File: src/rtl/matmul_pkg.sv
// Shared types and width helpers for the tile scheduler and its engine link.
package matmul_pkg;

  localparam int BIT_PREC_DEF = 8;

  typedef enum logic [1:0] {IDLE, ISSUE, WAIT, DONE} sched_state_t;

  // Width of one 2x2 engine result element: two full products summed.
  function automatic int eng_w(input int bit_prec);
    return 2 * bit_prec + 1;
  endfunction

  // Accumulator width: engine width plus headroom for T tile products.
  function automatic int acc_w(input int bit_prec, input int dim);
    return 2 * bit_prec + 1 + $clog2(dim / 2);
  endfunction

endpackage

File: src/rtl/matmul_tile_sched_if.sv
// Link between the tile scheduler (master) and a shared 2x2 matmul engine (slave).
interface matmul_tile_sched_if
  import matmul_pkg::*;
#(
  parameter  int BIT_PREC = BIT_PREC_DEF,
  localparam int ENG_W    = eng_w(BIT_PREC)
) ();

  logic                                eng_start;
  logic [1:0][1:0][BIT_PREC-1:0]       eng_A;
  logic [1:0][1:0][BIT_PREC-1:0]       eng_B;
  logic [1:0][1:0][ENG_W-1:0]          eng_C;
  logic                                eng_valid;

  modport master (output eng_start, eng_A, eng_B, input eng_C, eng_valid);
  modport slave  (input eng_start, eng_A, eng_B, output eng_C, eng_valid);

endinterface

File: src/rtl/matmul_tile_sel.sv
// Combinational 2x2 tile extraction: A tile(i,k) and B tile(k,j).
module matmul_tile_sel
  import matmul_pkg::*;
#(
  parameter  int BIT_PREC = BIT_PREC_DEF,
  parameter  int DIM      = 4,
  localparam int T        = DIM / 2,
  localparam int IW       = (T > 1) ? $clog2(T) : 1,
  localparam int IDXW     = $clog2(DIM)
) (
  input  logic [DIM-1:0][DIM-1:0][BIT_PREC-1:0] a,
  input  logic [DIM-1:0][DIM-1:0][BIT_PREC-1:0] b,
  input  logic [IW-1:0]                         ti,
  input  logic [IW-1:0]                         tj,
  input  logic [IW-1:0]                         tk,
  output logic [1:0][1:0][BIT_PREC-1:0]         tile_a,
  output logic [1:0][1:0][BIT_PREC-1:0]         tile_b
);

  // Row/column of element o inside tile t.
  function automatic logic [IDXW-1:0] tix(input logic [IW-1:0] t, input int o);
    return IDXW'(2 * int'(t) + o);
  endfunction

  // Pick the four elements of each tile.
  always_comb begin
    tile_a = '0;
    tile_b = '0;
    for (int r = 0; r < 2; r++) begin
      for (int c = 0; c < 2; c++) begin
        tile_a[r][c] = a[tix(ti, r)][tix(tk, c)];
        tile_b[r][c] = b[tix(tk, r)][tix(tj, c)];
      end
    end
  end

endmodule

File: src/rtl/matmul_tile_sched.sv
// DIMxDIM signed matmul by sequencing one external 2x2 engine over T^3 tile jobs
// (i outer, j middle, k inner). Optional busy-cycle counter: MATMUL_SCHED_PERF_EN.
module matmul_tile_sched
  import matmul_pkg::*;
#(
  parameter  int BIT_PREC = BIT_PREC_DEF,
  parameter  int DIM      = 4,
  localparam int T        = DIM / 2,
  localparam int ENG_W    = eng_w(BIT_PREC),
  localparam int ACC_W    = acc_w(BIT_PREC, DIM),
  localparam int IW       = (T > 1) ? $clog2(T) : 1,
  localparam int IDXW     = $clog2(DIM)
) (
  input  logic                                  clk,
  input  logic                                  rst,
  input  logic                                  start,
  input  logic [DIM-1:0][DIM-1:0][BIT_PREC-1:0] A,
  input  logic [DIM-1:0][DIM-1:0][BIT_PREC-1:0] B,
  output logic                                  busy,
  output logic                                  done,
  output logic [DIM-1:0][DIM-1:0][ACC_W-1:0]    C,
`ifdef MATMUL_SCHED_PERF_EN
  output logic [15:0]                           perf_cycles,
`endif
  matmul_tile_sched_if.master                   eng
);

  sched_state_t                           state;
  logic [IW-1:0]                          ti, tj, tk;
  logic [IW-1:0]                          nxt_i, nxt_j, nxt_k;
  logic                                   last;
  logic [DIM-1:0][DIM-1:0][BIT_PREC-1:0]  a_q, b_q;
  logic [DIM-1:0][DIM-1:0][BIT_PREC-1:0]  sel_a, sel_b;
  logic [IW-1:0]                          sel_i, sel_j, sel_k;
  logic [1:0][1:0][BIT_PREC-1:0]          tile_a, tile_b;
  logic [1:0][1:0][BIT_PREC-1:0]          eng_a_q, eng_b_q;
  logic                                   eng_start_q;
  logic [DIM-1:0][DIM-1:0][ACC_W-1:0]     c_q;

  function automatic logic [IDXW-1:0] tix(input logic [IW-1:0] t, input int o);
    return IDXW'(2 * int'(t) + o);
  endfunction

  // Next job indices; wrap to (0,0,0) after the last job.
  always_comb begin
    nxt_i = ti;
    nxt_j = tj;
    nxt_k = tk;
    last  = (ti == IW'(T - 1)) && (tj == IW'(T - 1)) && (tk == IW'(T - 1));
    if (tk == IW'(T - 1)) begin
      nxt_k = '0;
      if (tj == IW'(T - 1)) begin
        nxt_j = '0;
        nxt_i = ti + 1'b1;
      end else begin
        nxt_j = tj + 1'b1;
      end
    end else begin
      nxt_k = tk + 1'b1;
    end
    if (last) begin
      nxt_i = '0;
      nxt_j = '0;
      nxt_k = '0;
    end
  end

  // In IDLE the first tile comes straight from the host matrices, since
  // the latched copies only become valid on the accept edge.
  always_comb begin
    sel_a = (state == IDLE) ? A : a_q;
    sel_b = (state == IDLE) ? B : b_q;
    sel_i = (state == IDLE) ? '0 : nxt_i;
    sel_j = (state == IDLE) ? '0 : nxt_j;
    sel_k = (state == IDLE) ? '0 : nxt_k;
  end

  matmul_tile_sel #(.BIT_PREC(BIT_PREC), .DIM(DIM)) u_sel (
    .a      (sel_a),
    .b      (sel_b),
    .ti     (sel_i),
    .tj     (sel_j),
    .tk     (sel_k),
    .tile_a (tile_a),
    .tile_b (tile_b)
  );

  // Scheduler FSM: issue a job, wait for the engine, accumulate, repeat.
  always_ff @(posedge clk or posedge rst) begin
    if (rst) begin
      state       <= IDLE;
      busy        <= 1'b0;
      done        <= 1'b0;
      eng_start_q <= 1'b0;
      eng_a_q     <= '0;
      eng_b_q     <= '0;
      c_q         <= '0;
      ti          <= '0;
      tj          <= '0;
      tk          <= '0;
      a_q         <= '0;
      b_q         <= '0;
    end else begin
      case (state)
        IDLE: begin
          if (start) begin
            a_q         <= A;
            b_q         <= B;
            ti          <= '0;
            tj          <= '0;
            tk          <= '0;
            eng_a_q     <= tile_a;
            eng_b_q     <= tile_b;
            eng_start_q <= 1'b1;
            busy        <= 1'b1;
            state       <= ISSUE;
          end
        end
        ISSUE: begin
          eng_start_q <= 1'b0;
          state       <= WAIT;
        end
        WAIT: begin
          if (eng.eng_valid) begin
            // k==0 overwrites so the previous result stays visible until now.
            for (int r = 0; r < 2; r++) begin
              for (int c = 0; c < 2; c++) begin
                if (tk == '0)
                  c_q[tix(ti, r)][tix(tj, c)] <= ACC_W'($signed(eng.eng_C[r][c]));
                else
                  c_q[tix(ti, r)][tix(tj, c)] <= ACC_W'($signed(c_q[tix(ti, r)][tix(tj, c)]))
                                                 + ACC_W'($signed(eng.eng_C[r][c]));
              end
            end
            ti      <= nxt_i;
            tj      <= nxt_j;
            tk      <= nxt_k;
            eng_a_q <= tile_a;
            eng_b_q <= tile_b;
            if (last) begin
              done  <= 1'b1;
              state <= DONE;
            end else begin
              eng_start_q <= 1'b1;
              state       <= ISSUE;
            end
          end
        end
        DONE: begin
          done  <= 1'b0;
          busy  <= 1'b0;
          state <= IDLE;
        end
        default: state <= IDLE;
      endcase
    end
  end

  assign eng.eng_start = eng_start_q;
  assign eng.eng_A     = eng_a_q;
  assign eng.eng_B     = eng_b_q;
  assign C             = c_q;

`ifdef MATMUL_SCHED_PERF_EN
  logic [15:0] perf_q;

  // Busy-cycle counter; restarts on accept, holds once busy drops.
  always_ff @(posedge clk or posedge rst) begin
    if (rst)
      perf_q <= '0;
    else if (state == IDLE && start)
      perf_q <= '0;
    else if (busy && perf_q != 16'hFFFF)
      perf_q <= perf_q + 16'd1;
  end

  assign perf_cycles = perf_q;
`endif

endmodule

File: src/flat_wrapper.sv
// flat-port wrapper written by rule: the top's interface ports become plain ports
module matmul_tile_sched_flat import matmul_pkg::*;
#(
  parameter  int BIT_PREC = BIT_PREC_DEF,
  parameter  int DIM      = 4,
  localparam int T        = DIM / 2,
  localparam int ENG_W    = eng_w(BIT_PREC),
  localparam int ACC_W    = acc_w(BIT_PREC, DIM),
  localparam int IW       = (T > 1) ? $clog2(T) : 1,
  localparam int IDXW     = $clog2(DIM)
)
  (clk, rst, start, A, B, busy, done, C, eng_eng_start, eng_eng_A, eng_eng_B, eng_eng_C, eng_eng_valid);
  matmul_tile_sched_if #(.BIT_PREC(BIT_PREC)) eng_i ();
  input  logic clk;
  input  logic rst;
  input  logic start;
  input  logic [DIM-1:0][DIM-1:0][BIT_PREC-1:0] A;
  input  logic [DIM-1:0][DIM-1:0][BIT_PREC-1:0] B;
  output logic busy;
  output logic done;
  output logic [DIM-1:0][DIM-1:0][ACC_W-1:0] C;
  output wire logic [$bits(eng_i.eng_start)-1:0] eng_eng_start;
  output wire logic [$bits(eng_i.eng_A)-1:0] eng_eng_A;
  output wire logic [$bits(eng_i.eng_B)-1:0] eng_eng_B;
  input wire logic [$bits(eng_i.eng_C)-1:0] eng_eng_C;
  input wire logic [$bits(eng_i.eng_valid)-1:0] eng_eng_valid;
  assign eng_eng_start = eng_i.eng_start;
  assign eng_eng_A = eng_i.eng_A;
  assign eng_eng_B = eng_i.eng_B;
  assign eng_i.eng_C = eng_eng_C;
  assign eng_i.eng_valid = eng_eng_valid;
  matmul_tile_sched #(.BIT_PREC(BIT_PREC), .DIM(DIM)) u_core (.clk(clk), .rst(rst), .start(start), .A(A), .B(B), .busy(busy), .done(done), .C(C), .eng(eng_i));
endmodule
File: config.mk
export PLATFORM = sky130hd
export DESIGN_NAME = matmul_tile_sched_flat
export DESIGN_NICKNAME = d
export VERILOG_FILES = /design/src/rtl/matmul_pkg.sv /design/src/rtl/matmul_tile_sched_if.sv /design/src/rtl/matmul_tile_sel.sv /design/src/rtl/matmul_tile_sched.sv /design/src/flat_wrapper.sv
export SDC_FILE = /design/constraint.sdc
export NUM_CORES = 2
export LEC_CHECK = 0
export CAP_MARGIN = 20
export CORE_MARGIN = 4
export CORE_UTILIZATION = 45
export CTS_BUF_LIST = sky130_fd_sc_hd__clkbuf_16
export DETAILED_ROUTE_END_ITERATION = 12
export DONT_BUFFER_PORTS = 1
export GPL_TIMING_DRIVEN = 0
export SYNTH_ARGS = -nofsm -noshare
export SYNTH_HDL_FRONTEND = slang
export SYNTH_SLANG_ARGS = --single-unit
export TNS_END_PERCENT = 50
File: constraint.sdc
create_clock -name clk -period 66.6 [get_ports clk]
set_input_delay 16.65 -clock clk [delete_from_list [all_inputs] [get_ports clk]]
set_output_delay 16.65 -clock clk [all_outputs]
set_load 0.02 [all_outputs]
# Yosys cells after proc, flatten, opt, wreduce, memory -nomap -nowiden
# Cells that the tools add are included.
# Widths: inputs -> output; s select.
# totals
register_bits,616
in_bits,328
out_inout_bits,355
# classes
mux,104
order_cmp,14
n_reduce_logical,18
n_eq_ne,7
n_addsub,12
# ops
cell,n
$mux 288,10
$bwmux 288,8
$mux 72,5
$mux 32,10
$demux 72 s2,2
$mux 128,2
$bmux 72 s2,1
$demux 72 s1,2
$mux 18,8
$bmux 32 s2,2
$pmux 32 s2,2
$mux 54,2
$mux 8,12
$add 18x17->18,4
$bmux 18 s2,2
$bmux 8 s2,4
$demux 18 s2,1
$lt 2x3->1 const B,10
$mux 1,20
$demux 18 s1,1
$add 2x1->2 const B,5
$pmux 1 s2,5
$ge 2x1->1 const B,4
$pmux 2 s4,1
14 further kinds,32

# Depth between registers and ports, before layout
# depth
word_depth,20
ltp_mapped,17
mapped_depth_nobuf,12

# Modules after synthesis
# Synthesis repeated with hierarchy kept, for this count alone.
# hier_totals
cells_unflattened,2723
hier_area_um2,32871.5
# modules_own_cells
mod,seq_area_each_um2,cells_each,area_per_inst_um2,n_inst
matmul_tile_sched,15414.8,2645,31243.7,1
matmul_tile_sel,0.0,78,1627.8,1

# Worst setup path before layout
# OpenSTA, ideal clock, no wires.
# synth_path
path_kind,input port to flip-flop
start,input eng_eng_C[34]
end,register u_core.c_q (netlist bit u_core.C[230])
n_path_buf,0
t_arrival_ps,18763
slack_ps,47705
path_stages,10
path_cell_list,ha_1 fa_1 a211oi_1 o211ai_1 a41oi_1 nand2b_1 o21ai_0 xor2_1 mux2i_1 o21ai_0
# synth_between
elab_chain_len,7
word_cells_on_any_way,8
# synth_rtl
element,line_no,text
start: declaration,flat_wrapper.sv:25,input wire logic [$bits(eng_i.eng_C)-1:0] eng_eng_C;
$add 18x17->18 (*),matmul_tile_sched.sv:132,+ ACC_W'($signed(eng.eng_C[r][c]));
$bwmux 288 (*),matmul_tile_sched.sv:131,"c_q[tix(ti, r)][tix(tj, c)] <= ACC_W'($signed(c_q[tix(ti, r)][tix(tj, c)]))"
$mux 288 (*),matmul_tile_sched.sv:128,if (tk == '0)
$mux 288 (*),matmul_tile_sched.sv:124,if (eng.eng_valid) begin
$mux 288 (*),matmul_tile_sched.sv:104,case (state)
$bwmux 288 (on tied branches),"matmul_tile_sched.sv:129, matmul_tile_sched.sv:131",
$mux 288 (*),matmul_tile_sched.sv:128,
end signal: indexed assignment,matmul_tile_sched.sv:129,"c_q[tix(ti, r)][tix(tj, c)] <= ACC_W'($signed(eng.eng_C[r][c]));"
end signal: indexed assignment,matmul_tile_sched.sv:131,
end: declaration,matmul_tile_sched.sv:38,logic [DIM-1:0][DIM-1:0][ACC_W-1:0] c_q;
# Mark *: on every way between the ends. The rest lies on a longest branch, timed or not. The select of a mux whose other input is x is not followed.
# A chain may end at the register's enable or synchronous reset.

# Worst setup path after layout
# layout_path
start,input eng_eng_C[34]
end,register u_core.c_q (netlist bit u_core.C[266])
# Same word-level chain as after synthesis.

==> results.txt <==
----------------------------------------------------
[Floorplanning]
  Ports ... 683
  Area of the core ... 0.0673 mm2
  Row count ... 95
  Die Footprint ... 0.0722 mm2
  Initial Util ... 45.5%
  Width of the die ... 269 um
  Die height ... 269 um

[Drt]
  Initial drt markers ... 1948
  Routed wirelength normalized by instance count ... 29.5 um
  Count of nets left with antenna violations after detail routing ... 0
  Total detailed-routing wirelength ... 112 mm
  Number of vias per cell ... 6.18
  Total number of vias ... 23600
  First-pass DRT Iterations ... 6
  DRC violation count after routing ... 0

[Synth]
  Cell area after technology mapping ... 0.0306 mm2
  Share of the yosys chip area belonging to registers ... 50.4%
  Most frequent cell after synthesis ... dfrtp_1
  Main synth FF type ... dfrtp_1
  Async set or reset register ratio after synthesis ... 100%
  Post-Synthesis Cells ... 2786
  Cell types with the largest area share after synthesis ... dfrtp_1, mux2_2, o21ai_0, mux4_2, nand2_1
  Number of synthesized register bits ... 616
  Number of enable flip-flop cells after synthesis ... 0
  Top cell type by total area after synthesis ... dfrtp_1
  Fraction of synthesized cell area taken by the top area cell type ... 50.4%
  Synthesized netlist net count ... 3190
  Post-synthesis average cell area ... 11.0 um2
  Ranking of synthesized cells by instance count ... dfrtp_1, nand2_1, o21ai_0
  Number of synthesis warnings ... 0
  Unique masters post-synth ... 62

[Pwr]
  Max rail drop VDD ... 0.0000283 V
  Static Leakage ... 14.9 nW
  Power density normalized to cell area ... 57.4 mW/mm2

[Finish]
  Layout net count ... 3269
  Fraction of layout cells with a size suffix above 1 ... 17.2%
  Non-filler instance count after layout ... 3819
  Area growth from synthesis to layout ... 11.7%
  Layout Utilization ... 50.8%

[Timing]
  Maximum clock frequency ... 53.1 MHz
  Final number of max-transition violations ... 0
  Aggregate negative setup slack ... 0 ns
  Tcrit/Tclk final ... 28.3%
  Worst max-slew margin expressed relative to the limit ... 22.3%
  Finish-stage setup viols ... 0
  Worst Max-Slew Pin Slew ... 1.17 ns
  Final clock skew ... 0.0240 ns
  Hold Violations, Final ... 0
  Crit path time final ... 18.84 ns
  Unrepaired setup endpoints after global routing ... no

[Clock network]
  Source-to-sink clock delay at the later pin of the worst-skew pair ... 0.62 ns
  Count of instances resized after the clock tree is built ... 0
  Post-CTS clock slew at the launch and capture registers of the worst setup and hold paths ... 0.06 ns
  CTS sink cnt ... 616
  Post-CTS setup-driven buffer insertion count ... 0
  Buffer type at the clock tree root ... clkbuf_16
  CTS H-tree lvls ... 3
  Clock tree from TritonCTS ... done
  Bufs on Longest Clock Path ... 3
  Number of buffers added to fix hold violations after cts ... 0
  Number of buffers created by CTS ... 71

[Hold path]
  Class of the tightest hold or removal check ... reg2reg

[GRT]
  Vias in the first global route ... 24400
  Antenna violations before repair ... 40
  Overflow left after global routing ... 0
  GRT Total Usage ... 30.2%
  First-pass GRT wire length ... 163 mm
  Largest net degree at the start of global routing ... 136

[Critical path]
  Setup crit start kind ... primary input
  Worst setup startpoint ... eng_eng_C[34]
  Critical path endpoint ... u_core.C[266]
  Crit-path max FO ... 4
  Highest cell delay on the worst timing path ... 0.47 ns
  Critical path class ... in2reg
  Worst flop-to-flop path endpoint ... u_core.C[28]
  Worst Path Arrival ... 19.32 ns
  Critical Path Sink Type ... flip-flop
  Register-to-register setup slack ... 60.77 ns
  FF-to-FF path depth ... 15
  Crit path required time ... 67.07 ns
  Sequence of cells on the critical path ... ha_1 -> fa_1 -> a211oi_1 -> o211ai_1 -> a41oi_1 -> nand2b_1 -> o21ai_0 -> xor2_1 -> mux2i_1 -> o21ai_0
  Cell seen most often among critical-path stages ... o21ai_0
  RR Startpoint ... u_core.tj
  Slowest cell on the critical path ... fa_1

[Placed design]
  Number of input and output port buffers inserted ... 0
  Final estimated routing congestion in global placement ... 0.915
  HPWL reported at the end of detailed placement ... 85.1 mm
  Instance count after placement with tap cells included ... 3665

[Run status]
  Result of the run ... finished clean

[Job]
  Count of maximum capacitance violations ... 0

----------------------------------------------------
-- power breakdown --
group          leakage (nW)  internal, mW  switching, mW
clock                  1.14         0.211          0.169
combinational          6.04         0.343          0.455
sequential             7.70         0.534          0.247
-- metrics by stage --
step	hold WS (ns)	power (mW)	area, um2	setup slack (ns)
3_3_place_gp	0.484	1.55	31700	26.77
5_1_grt	0.512	2.08	34100	47.58
2_1_floorplan	0.473	1.31	30600	32.70
3_5_place_dp	0.488	1.57	31800	47.17
6_report	0.499	1.96	34200	47.76
4_1_cts	0.500	1.96	34100	47.81
-- critical path: cells and delay by family --
kind,cells,cell delay (ns)
XOR/XNOR,1,0.16
AND/OR/NAND/NOR,1,0.22
multiplexers,1,0.30
adder cells (fa/ha/maj),2,0.71
AO/OA/AOI/OAI,5,1.28
-- layout by cell type, fill, tap and decap left out, types with 6 or more instances in the layout --
cell type and n:
dfrtp_1 616, nand2_1 388, o21ai_0 362, mux2_2 257
a211oi_1 142, a21oi_1 137, clkbuf_1 128, mux2i_1 117
nor2_1 79, nor2b_1 76, ha_1 72, clkbuf_16 72
mux4_2 71, buf_2 52, xnor2_1 36, a21o_1 32
inv_1 31, diode_2 27, clkinv_1 19, a31oi_1 18
nand3_1 16, nor3_1 13, xor2_1 13, buf_1 11
and3_1 10, o21a_1 10, o21ai_1 10, nand4_1 8
clkinv_2 8, o21bai_1 7, and2_1 7, nand2b_1 7
o31ai_1 6
-- flip-flops by register name, summed over array words and instances, names as in the netlist, 2 cells and up --
register and cells:
u_core.C 288, u_core.b_q 128, u_core.a_q 128, u_core.eng.eng_A 32, u_core.state 2, u_core.eng.eng_B 32
-- routing by layer --
metal | vias up | part of all wire (%) | GRT usage [%]
li1 | 10300 | - | -
met1 | 12000 | 35 | 33.7
met2 | 1103 | 50 | 52.4
met3 | 243 | 11 | 12.2
met4 | 26 | 3.3 | 11.2
met5 | - | 0.16 | 0
-- area by class of cell --
class	instances	area (um2)
clock buffer	72	1800
sequential	616	15400
buffer	192	790
tap	873	1090
clock inverter	55	453
multi-input combinational	1956	14300
inverter	22	90.1
antenna	27	67.6
fill	6050	33100
timing repair buffer	6	149
-- kinds of logic after synthesis --
| group | synth area share, % |
|---|---|
| simple gates | 8.71 |
| buf+inv | 2.85 |
| xor+xnor | 1.46 |
| compound gates | 14.9 |
| flops | 50.4 |
| fa+ha+maj | 3.21 |
| mux | 18.5 |
-- how the worst min path moves through the flow --
stage / from / endpoint / slack, ns / cells past startpoint
after detailed placement: u_core.a_q[53] / u_core.a_q[53] / 0.49 / 1
after floorplan: u_core.a_q[16] / u_core.a_q[16] / 0.47 / 1
after global placement: u_core.b_q[96] / u_core.b_q[96] / 0.48 / 1
final: u_core.b_q[105] / u_core.b_q[105] / 0.50 / 1
after CTS: u_core.a_q[62] / u_core.a_q[62] / 0.50 / 1
after global routing: u_core.a_q[23] / u_core.a_q[23] / 0.51 / 1
No activity file was read; power rests on OpenSTA's default activity.
